File: config.mk
export PLATFORM = sky130hd
export DESIGN_NAME = sh7034_ibus_initiator
export DESIGN_NICKNAME = d
export VERILOG_FILES = /design/src/rtl/sh7034_pkg.sv /design/src/rtl/sh7034_ibus_rdalign.sv /design/src/rtl/sh7034_ibus_initiator.sv
export SDC_FILE = /design/constraint.sdc
export NUM_CORES = 1
export LEC_CHECK = 0
export BUFFER_PORTS_ARGS = -buffer_cell sky130_fd_sc_hd__buf_4
export CAP_MARGIN = 15
export CORE_MARGIN = 2
export CORE_UTILIZATION = 36
export CTS_CLUSTER_DIAMETER = 60
export DETAILED_ROUTE_END_ITERATION = 8
export PLACE_DENSITY_LB_ADDON = 0.08
export SLEW_MARGIN = 25
export SYNTH_ARGS = -nofsm -noshare
export SYNTH_HDL_FRONTEND = slang
export SYNTH_HIERARCHICAL = 1
export SYNTH_SLANG_ARGS = --single-unit
File: constraint.sdc
create_clock -name CLK -period 2.8 [get_ports CLK]
set_clock_uncertainty 0.2 [all_clocks]
set_input_delay 0.14 -clock CLK [delete_from_list [all_inputs] [get_ports CLK]]
set_output_delay 0.14 -clock CLK [all_outputs]
set_load 0.1 [all_outputs]
File: src/rtl/sh7034_pkg.sv
// Shared SH7034 on-chip bus types and IBUS lane/data helpers.
package sh7034_pkg;

    typedef enum logic [1:0] {
        BYTE = 2'd0,
        WORD = 2'd1,
        LONG = 2'd2
    } IBUS_SZ_t;

    typedef enum logic [2:0] {
        II_IDLE      = 3'd0,
        II_ISSUE     = 3'd1,
        II_DATA_WAIT = 3'd2,
        II_DONE      = 3'd3,
        II_ERRRSP    = 3'd4
    } IBUS_INIT_STATE_t;

    // Big-endian lanes: BA[3] is byte offset 0 (bits 31:24).
    function automatic logic [3:0] ibus_lanes(
        input IBUS_SZ_t   sz,
        input logic [1:0] a
    );
        logic [3:0] ba;
        case (sz)
            BYTE:    ba = 4'b1000 >> a;
            WORD:    ba = a[1] ? 4'b0011 : 4'b1100;
            LONG:    ba = 4'b1111;
            default: ba = 4'b0000;
        endcase
        return ba;
    endfunction

    function automatic logic [31:0] ibus_wdata(
        input IBUS_SZ_t    sz,
        input logic [31:0] d
    );
        logic [31:0] w;
        case (sz)
            BYTE:    w = {4{d[7:0]}};
            WORD:    w = {2{d[15:0]}};
            default: w = d;
        endcase
        return w;
    endfunction

endpackage

File: src/rtl/sh7034_ibus_rdalign.sv
// IBUS read lane extraction with zero/sign extension; shared with the DMAC.
module sh7034_ibus_rdalign (
    input  logic [3:0]  ba,
    input  logic [1:0]  a,
    input  logic        sext,
    input  logic [31:0] di,
    output logic [31:0] d
);

    logic [7:0]  b;
    logic [15:0] w;

    always_comb begin
        b = 8'h00;
        case (a)
            2'd0:    b = di[31:24];
            2'd1:    b = di[23:16];
            2'd2:    b = di[15:8];
            default: b = di[7:0];
        endcase
        w = a[1] ? di[15:0] : di[31:16];
        if (ba == 4'b1111) begin
            d = di;
        end else if (ba == 4'b1100 || ba == 4'b0011) begin
            d = {{16{sext & w[15]}}, w};
        end else begin
            d = {{24{sext & b[7]}}, b};
        end
    end

endmodule

File: src/rtl/sh7034_ibus_initiator.sv
// Single-outstanding IBUS master: command/response to byte/word/long cycles.
module sh7034_ibus_initiator
    import sh7034_pkg::*;
#(
    parameter int TIMEOUT = 255
) (
    input  logic        CLK,
    input  logic        RST_N,
    input  logic        CE_R,
    input  logic        CE_F,
    input  logic        RES_N,
    input  logic        CMD_VALID,
    output logic        CMD_READY,
    input  logic        CMD_WE,
    input  logic [1:0]  CMD_SZ,
    input  logic        CMD_SEXT,
    input  logic [27:0] CMD_A,
    input  logic [31:0] CMD_D,
    output logic        RSP_VALID,
    output logic [31:0] RSP_D,
    output logic        RSP_ERR,
    output logic [27:0] IBUS_A,
    output logic [31:0] IBUS_DO,
    input  logic [31:0] IBUS_DI,
    output logic [3:0]  IBUS_BA,
    output logic        IBUS_WE,
    output logic        IBUS_REQ,
    input  logic        IBUS_BUSY,
    input  logic        IBUS_ACT
);

    localparam logic [9:0] TMO = 10'(TIMEOUT);

    IBUS_INIT_STATE_t state_q, state_d;
    logic [27:0] a_q, a_d;
    logic [31:0] do_q, do_d;
    logic [3:0]  ba_q, ba_d;
    logic        we_q, we_d;
    logic        req_q, req_d;
    logic        sext_q, sext_d;
    logic [9:0]  cnt_q, cnt_d;
    logic        rsp_valid_q, rsp_valid_d;
    logic [31:0] rsp_d_q, rsp_d_d;
    logic        rsp_err_q, rsp_err_d;

    IBUS_SZ_t    cmd_sz;
    logic        cmd_bad;
    logic        fin;
    logic        fin_err;
    logic [31:0] fin_d;
    logic [31:0] rd_data;

    sh7034_ibus_rdalign u_rdalign (
        .ba   (ba_q),
        .a    (a_q[1:0]),
        .sext (sext_q),
        .di   (IBUS_DI),
        .d    (rd_data)
    );

    always_comb begin
        state_d     = state_q;
        a_d         = a_q;
        do_d        = do_q;
        ba_d        = ba_q;
        we_d        = we_q;
        req_d       = req_q;
        sext_d      = sext_q;
        cnt_d       = cnt_q;
        rsp_valid_d = 1'b0;
        rsp_d_d     = rsp_d_q;
        rsp_err_d   = rsp_err_q;
        fin         = 1'b0;
        fin_err     = 1'b0;
        fin_d       = '0;
        cmd_sz      = IBUS_SZ_t'(CMD_SZ);
        cmd_bad     = (CMD_SZ == 2'd3)
                   || (CMD_SZ == 2'd1 && CMD_A[0])
                   || (CMD_SZ == 2'd2 && CMD_A[1:0] != 2'd0);

        unique case (state_q)
            II_IDLE: begin
                cnt_d = '0;
                if (CE_R && CMD_VALID) begin
                    if (cmd_bad) begin
                        state_d     = II_ERRRSP;
                        rsp_valid_d = 1'b1;
                        rsp_d_d     = '0;
                        rsp_err_d   = 1'b1;
                    end else begin
                        state_d = II_ISSUE;
                        req_d   = 1'b1;
                        we_d    = CMD_WE;
                        ba_d    = ibus_lanes(cmd_sz, CMD_A[1:0]);
                        a_d     = CMD_A;
                        do_d    = CMD_WE ? ibus_wdata(cmd_sz, CMD_D) : '0;
                        sext_d  = CMD_SEXT;
                    end
                end
            end
            II_ISSUE: begin
                if (we_q && CE_R && !IBUS_BUSY) begin
                    fin     = 1'b1;
                    fin_err = !IBUS_ACT;
                end else if (!we_q && CE_F && !IBUS_BUSY) begin
                    state_d = II_DATA_WAIT;
                end else if (CE_R && IBUS_BUSY) begin
                    if (cnt_q + 10'd1 == TMO) begin
                        fin     = 1'b1;
                        fin_err = 1'b1;
                    end else begin
                        cnt_d = cnt_q + 10'd1;
                    end
                end
            end
            // Peripheral latched its data on the accepting CE_F.
            II_DATA_WAIT: begin
                if (CE_R) begin
                    fin     = 1'b1;
                    fin_err = !IBUS_ACT;
                    fin_d   = IBUS_ACT ? rd_data : '0;
                end
            end
            II_DONE, II_ERRRSP: state_d = II_IDLE;
            default:            state_d = II_IDLE;
        endcase

        if (fin) begin
            state_d     = II_DONE;
            req_d       = 1'b0;
            we_d        = 1'b0;
            ba_d        = '0;
            cnt_d       = '0;
            rsp_valid_d = 1'b1;
            rsp_d_d     = fin_d;
            rsp_err_d   = fin_err;
        end

        if (!RES_N) begin
            state_d     = II_IDLE;
            a_d         = '0;
            do_d        = '0;
            ba_d        = '0;
            we_d        = 1'b0;
            req_d       = 1'b0;
            sext_d      = 1'b0;
            cnt_d       = '0;
            rsp_valid_d = 1'b0;
            rsp_d_d     = '0;
            rsp_err_d   = 1'b0;
        end
    end

    always_ff @(posedge CLK or negedge RST_N) begin
        if (!RST_N) begin
            state_q     <= II_IDLE;
            a_q         <= '0;
            do_q        <= '0;
            ba_q        <= '0;
            we_q        <= 1'b0;
            req_q       <= 1'b0;
            sext_q      <= 1'b0;
            cnt_q       <= '0;
            rsp_valid_q <= 1'b0;
            rsp_d_q     <= '0;
            rsp_err_q   <= 1'b0;
        end else begin
            state_q     <= state_d;
            a_q         <= a_d;
            do_q        <= do_d;
            ba_q        <= ba_d;
            we_q        <= we_d;
            req_q       <= req_d;
            sext_q      <= sext_d;
            cnt_q       <= cnt_d;
            rsp_valid_q <= rsp_valid_d;
            rsp_d_q     <= rsp_d_d;
            rsp_err_q   <= rsp_err_d;
        end
    end

    assign CMD_READY = (state_q == II_IDLE) && RES_N;
    assign RSP_VALID = rsp_valid_q;
    assign RSP_D     = rsp_d_q;
    assign RSP_ERR   = rsp_err_q;
    assign IBUS_A    = a_q;
    assign IBUS_DO   = do_q;
    assign IBUS_BA   = ba_q;
    assign IBUS_WE   = we_q;
    assign IBUS_REQ  = req_q;

endmodule

======== Word-level counts from Yosys, hierarchy flattened ========
Cells that the tools add are included.
cells by class
  multiplexer cells ....................... 76
  equal/unequal tests ..................... 26
  shift operators ......................... 1
  $add $sub $neg .......................... 1
  reduce and logical (&&, ||, !) cells .... 24
  bitwise operators ....................... 2
operators with widths
  operator                                                                count
  32-bit two-way mux                                                      15
  28-bit two-way mux                                                      4
  32-bit case mux with 2 select lines                                     1
  10-bit two-way mux                                                      6
  1-bit two-way mux                                                       31
  4-bit two-way mux                                                       6
  4-bit != test, second input constant                                    6
  8-bit case mux with 3 select lines                                      1
  10-bit case mux with 2 select lines                                     1
  3-bit two-way mux                                                       6
  16-bit two-way mux                                                      1
  4-bit case mux with 3 select lines                                      1
  10-bit by 1-bit adder with 10-bit output, second input constant         1
  10-bit by 8-bit equality test with 1-bit output, second input constant  1
  1-bit logical AND                                                       9
  3-bit by 1-bit != test with 1-bit output, second input constant         3
  3-bit case mux with 3 select lines                                      1
  3-bit AND reduction                                                     3
  4-bit equality test, second input constant                              2
  2-bit equality test, second input constant                              3
  5-bit AND reduction                                                     1
  2-bit by 1-bit equality test with 1-bit output, second input constant   2
  4-bit by 2-bit equality test with 1-bit output, second input constant   1
  2-bit logical NOT                                                       2
  other kinds (15)                                                        22
word-level totals
  logic and storage cells ................. 141
  bits in registers ....................... 114
  output and inout bits ................... 101
  bits of input ports ..................... 104

======== Depth between registers and ports, before layout ========
  depth in word-level cells ............... 10
  mapped depth ............................ 8

======== By module ========
Netlist, hierarchy kept.
modules (own cells, without submodules)
  module                 cells each  area each (um2)  times used
  sh7034_ibus_initiator  511         5242.5           1
  sh7034_ibus_rdalign    91          698.2            1

======== Least setup slack after synthesis ========
Ideal clock, no wire load.
  path kind ............................... flip-flop to output port
  from .................................... register state_q[1]
  to ...................................... output port CMD_READY
  setup slack ............................. -0.529 ns
  stages on the path, launching flop included .. 4
  data required time ...................... 2.460 ns
  arrival time ............................ 2.989 ns
  buffers on the path ..................... 1
  path through ............................ dfrtp_1 > or2_2 > clkbuf_1 > nor3_1
on the way
  cells in the longest elaborated chain, start to end .. 2
RTL lines
  item                    line                          source
  from (decl)             sh7034_ibus_initiator.sv:34   IBUS_INIT_STATE_t state_q, state_d;
  from (signal assigned)  sh7034_ibus_initiator.sv:168  state_q <= state_d;
  3-bit logical NOT       sh7034_ibus_initiator.sv:182  assign CMD_READY = (state_q == II_IDLE) && RES_N;
  1-bit logical AND       sh7034_ibus_initiator.sv:182
  to (decl)               sh7034_ibus_initiator.sv:13   output logic CMD_READY,
No other way between the ends.

======== Worst setup path in the final report ========
  from .................................... register cnt_q[1]
  to ...................................... register rsp_err_q, in the netlist RSP_ERR
on the way
  cells in the longest elaborated chain, start to end .. 9
RTL lines
  item                                                                                            line                          source
  from (decl)                                                                                     sh7034_ibus_initiator.sv:41   logic [9:0] cnt_q, cnt_d;
  from (signal assigned)                                                                          sh7034_ibus_initiator.sv:175  cnt_q <= cnt_d;
  10-bit by 1-bit adder with 10-bit output *                                                      sh7034_ibus_initiator.sv:108  if (cnt_q + 10'd1 == TMO) begin
  10-bit by 8-bit equality test with 1-bit output *                                               sh7034_ibus_initiator.sv:108
  1-bit two-way mux *                                                                             sh7034_ibus_initiator.sv:108
  1-bit two-way mux *                                                                             sh7034_ibus_initiator.sv:107  end else if (CE_R && IBUS_BUSY) begin
  1-bit two-way mux *                                                                             sh7034_ibus_initiator.sv:105  end else if (!we_q && CE_F && !IBUS_BUSY) begin
  1-bit two-way mux                                                                               sh7034_ibus_initiator.sv:102  if (we_q && CE_R && !IBUS_BUSY) begin
  1-bit case mux with 2 select lines                                                              sh7034_ibus_initiator.sv:81   unique case (state_q)
  3-bit by 1-bit != test with 1-bit output (no source line) or 1-bit two-way mux (tied branches)  -
  3-bit AND reduction (no source line) or 1-bit two-way mux (tied branches)                       -
  to (signal assigned)                                                                            sh7034_ibus_initiator.sv:178  rsp_err_q <= rsp_err_d;
  to (decl)                                                                                       sh7034_ibus_initiator.sv:44   logic rsp_err_q, rsp_err_d;
Mark *: on every way between the ends. The rest lies on a longest branch, timed or not.
A chain may end at the register's enable or synchronous reset.

==> out/results.tsv <==
stage	metric	value	unit
worst_setup_path	worstSetupEndpoint	RSP_ERR	
synth	synth-edff-count	0	
place	gp_congestion	0.844	
worst_setup_path	max_stage_delay	0.55	ns
sta	fin_tns_setup	0	ns
cells_and_area	final_cell_mix	221 x buf_4, 109 x dfrtp_1, 104 x dlygate4sd3_1, 101 x nand2_1, 59 x a21oi_1	
sta	setup_viol	0	
worst_setup_path	slowest_stage	dlygate4sd3_1	
worst_setup_path	path_cells	ha_2 > nand2_1 > or4_4 > nand4_1 > buf_4 > nor2_1 > o21a_1 > dlygate4sd3_1	
floorplan	num_rows	46	
routing	finalWirelength	19800	µm
synth	seq_area_frac_synth	48.0	%
power_and_ir_drop	p_per_area	520	nW/µm²
worst_setup_path	worstSetupPathType	register to register	
global_route	antenna_found_initial	0	
cells_and_area	antenna_cells	0	
worst_setup_path	cp_top_family	simple AND/OR/NAND/NOR gates	
power_and_ir_drop	leakage	4.47	nW
synth	synth-simple-area-share	15.5	%
place	dp_hpwl	13100	µm
synth	synth_top_family_by_area	compound AO/OA/AOI/OAI gates	
synth	synth_nets	708	
worst_setup_path	worst-endpoint-arrival	2.75	ns
worst_setup_path	timing.critical_path.buf_inv	2	
cts	cts_setup_buffers	0	
job	drv_cap	0	
cts	insertion_delay	0.41	ns
routing	ant_nets	0	
routing	num_vias	5909	
power_and_ir_drop	ir_worst_vdd	0.000462	V
global_route	grt_overflow	0	
floorplan	core_area	16000	µm²
routing	wl_per_cell	17.4	µm
synth	synth_fa_ha_area_share	0.421	%
cells_and_area	final_common_cell	buf_4	
synth	async_reset_ff_share	100	%
worst_setup_path	reg2regPathDepth	8	
worst_setup_path	cp.depth	8	
outcome	outcome	finished clean	
synth	synth-xor-area-share	0.295	%
sta	period_minus_slack	2.66	ns
cts	cts.sinks	114	
synth	synth_seq_cells	114	
synth	netlist_instances	602	
cts	cts_buffer_depth	2	
global_route	use_met2	37.8	%
global_route	grtUsageMet3	6.32	%
routing	drt_iter0_drc	379	
worst_hold_path	hold_class	input pin to register	
cts	cts_tree	yes	
worst_setup_path	worstSetupStartpointType	register	
sta	post-route-period-util	94.9	%
synth	synth_ff_type	dfrtp_1	
cts	numCtsBuffers	17	
worst_setup_path	critPathLaunch	cnt_q[1]	
cts	path_clk_slew	0.06	ns
floorplan	start_util	37.1	%
synth	synth_compound_area_share	22.3	%
worst_setup_path	reg2reg_slack	0.14	ns
global_route	grtUsageTotal	22.7	%
floorplan	io_pins	205	
cts	root_buffer	clkbuf_16	
place	numPortBuffers	204	
cells_and_area	area_growth	57.6	%
cells_and_area	layout.nets	1011	
sta	slew_viol_final	0	
synth	ys_warn_count	6	
routing	vias_per_cell	5.21	
global_route	use_met1	28.7	%
synth	synth_mux_area_share	9.54	%
cts	h-tree-depth	4	
cells_and_area	drive_gt1_share	36.1	%
global_route	top_usage_layer	met2	
global_route	grt_pass1_wl	32000	µm
floorplan	dieArea	17500	µm²
cells_and_area	final_util	58.5	%
sta	fin_hold_ws	0.0507	ns
sta	tightestPinTransition	0.888	ns
sta	max_freq	376	MHz
synth	avgSynthCellArea	9.87	µm²
global_route	grt_max_degree	49	
worst_setup_path	timing.rr.start	cnt_q[1]	
worst_setup_path	cp_max_fo	6	
worst_setup_path	reg2reg_to	RSP_ERR	
sta	hold_viol	0	
synth	syn_area	5940	µm²
floorplan	die_y	132	µm
synth	synth.distinct_cells	66	
sta	relSlewSlack	40.8	%
global_route	first_global_vias	6062	
worst_setup_path	cp-end-kind	register	
worst_setup_path	cp.required	2.90	ns
routing	drc_errors	0	
cells_and_area	nFillCells	1403	
floorplan	fp.dieW	132	µm
routing	firstDrtPassIters	5	
sta	rsz0062_at_grt	false	
## worst min path at each step
stage | startpoint | to | slack [ns] | cells after the start
after CTS | CMD_SZ[0] | IBUS_BA[3] | 0.02 | 3
final | CMD_SZ[0] | IBUS_BA[3] | 0.05 | 3
after detailed placement | RST_N | cnt_q[2] | 0.01 | 1
after global routing | CMD_SZ[0] | IBUS_BA[3] | 0.06 | 3
after global placement | RST_N | cnt_q[2] | 0.01 | 1
after floorplan | RST_N | IBUS_A[0] | -0.36 | 0
## registers in the layout, indices dropped and copies added, names as in the netlist
| signal | count |
|---|---|
| IBUS_DO | 32 |
| RSP_ERR | 1 |
| IBUS_REQ | 1 |
| RSP_D | 32 |
| sext_q | 1 |
| RSP_VALID | 1 |
| cnt_q | 10 |
| state_q | 3 |
| IBUS_BA | 4 |
| IBUS_WE | 1 |
| IBUS_A | 28 |
## cells in the mapped netlist (3+ instances only)
library cell | number | area share [%]
a21oi_1 | 59 | 5.0
nor2_1 | 29 | 1.8
nand3_1 | 7 | 0.59
nor2b_1 | 3 | 0.32
and3_1 | 3 | 0.32
nand2_1 | 101 | 6.4
a21o_1 | 18 | 2.3
clkbuf_1 | 30 | 1.9
o31ai_1 | 14 | 1.8
a31oi_1 | 3 | 0.32
mux2_2 | 19 | 3.6
nand4_1 | 4 | 0.42
nor4_1 | 6 | 0.63
buf_1 | 3 | 0.19
a22o_2 | 25 | 4.2
buf_2 | 4 | 0.34
a22o_1 | 15 | 2.2
nor3_1 | 5 | 0.42
mux2i_1 | 27 | 4.5
o21a_1 | 4 | 0.51
dfrtp_1 | 114 | 48
and2_1 | 4 | 0.42
inv_1 | 6 | 0.38
buf_6 | 4 | 0.76
mux2_1 | 4 | 0.76
o21ai_0 | 39 | 3.3
## report_power, final
| part | total (mW) | internal, mW | switching (mW) | leakage (nW) |
|---|---|---|---|---|
| Sequential | 1.72 | 1.69 | 0.0318 | 1.57 |
| Combinational | 0.960 | 0.361 | 0.599 | 2.62 |
| Clock | 2.19 | 1.34 | 0.846 | 0.284 |
## logic make-up (layout without fill, tap and decap cells)
family	count (synthesis)	count (layout)
buffers and inverters	49	365
muxes	52	52
AOI/OAI and AO/OA	194	194
adders and majority gates	2	2
DFF	114	114
xor gates and xnor gates	2	2
and+or+nand+nor	189	189
## what timing repair did
| item | 4_1_cts | 5_1_grt |
|---|---|---|
| resized for setup | 0 | 2 |
| endpoints found under the setup margin | 0 | 1 |
| hold endpoints to repair | 146 | 0 |
| hold buffers | 104 | 0 |
## per-layer routing
| metal | up-vias | routed length (µm) |
|---|---|---|
| met5 | - | 0 |
| met4 | 0 | 297 |
| met3 | 26 | 1350 |
| met2 | 199 | 9700 |
| met1 | 2888 | 8440 |
| li1 | 2796 | - |
## layout make-up
cell class,instances,area [µm²],area share [%]
timing repair buffer,327,2740,29.3
tap,216,270,2.89
clock inverter,14,154,1.64
inverter,6,22.5,0.241
clock buffer,18,439,4.69
multi-input combinational,439,2880,30.7
sequential,114,2860,30.5
## worst register-to-register path: stages, from the launching register on
cell	delay (ns)
dfrtp_1	0.41
ha_2	0.26
nand2_1	0.13
or4_4	0.44
nand4_1	0.17
buf_4	0.17
nor2_1	0.04
o21a_1	0.17
dlygate4sd3_1	0.55
## through the flow
stage / std cells / setup WS (ns) / power, mW / instance area, µm²
after global routing: 1134 / 0.0390 / 5.05 / 9360
after CTS: 1134 / 0.120 / 4.91 / 9360
after floorplan: 602 / 0.137 / 2.27 / 5950
after global placement: 998 / 0.304 / 2.58 / 7720
after detailed placement: 998 / 0.238 / 2.59 / 7720
final: 1134 / 0.143 / 4.87 / 9360
No activity file was read; power rests on OpenSTA's default activity.
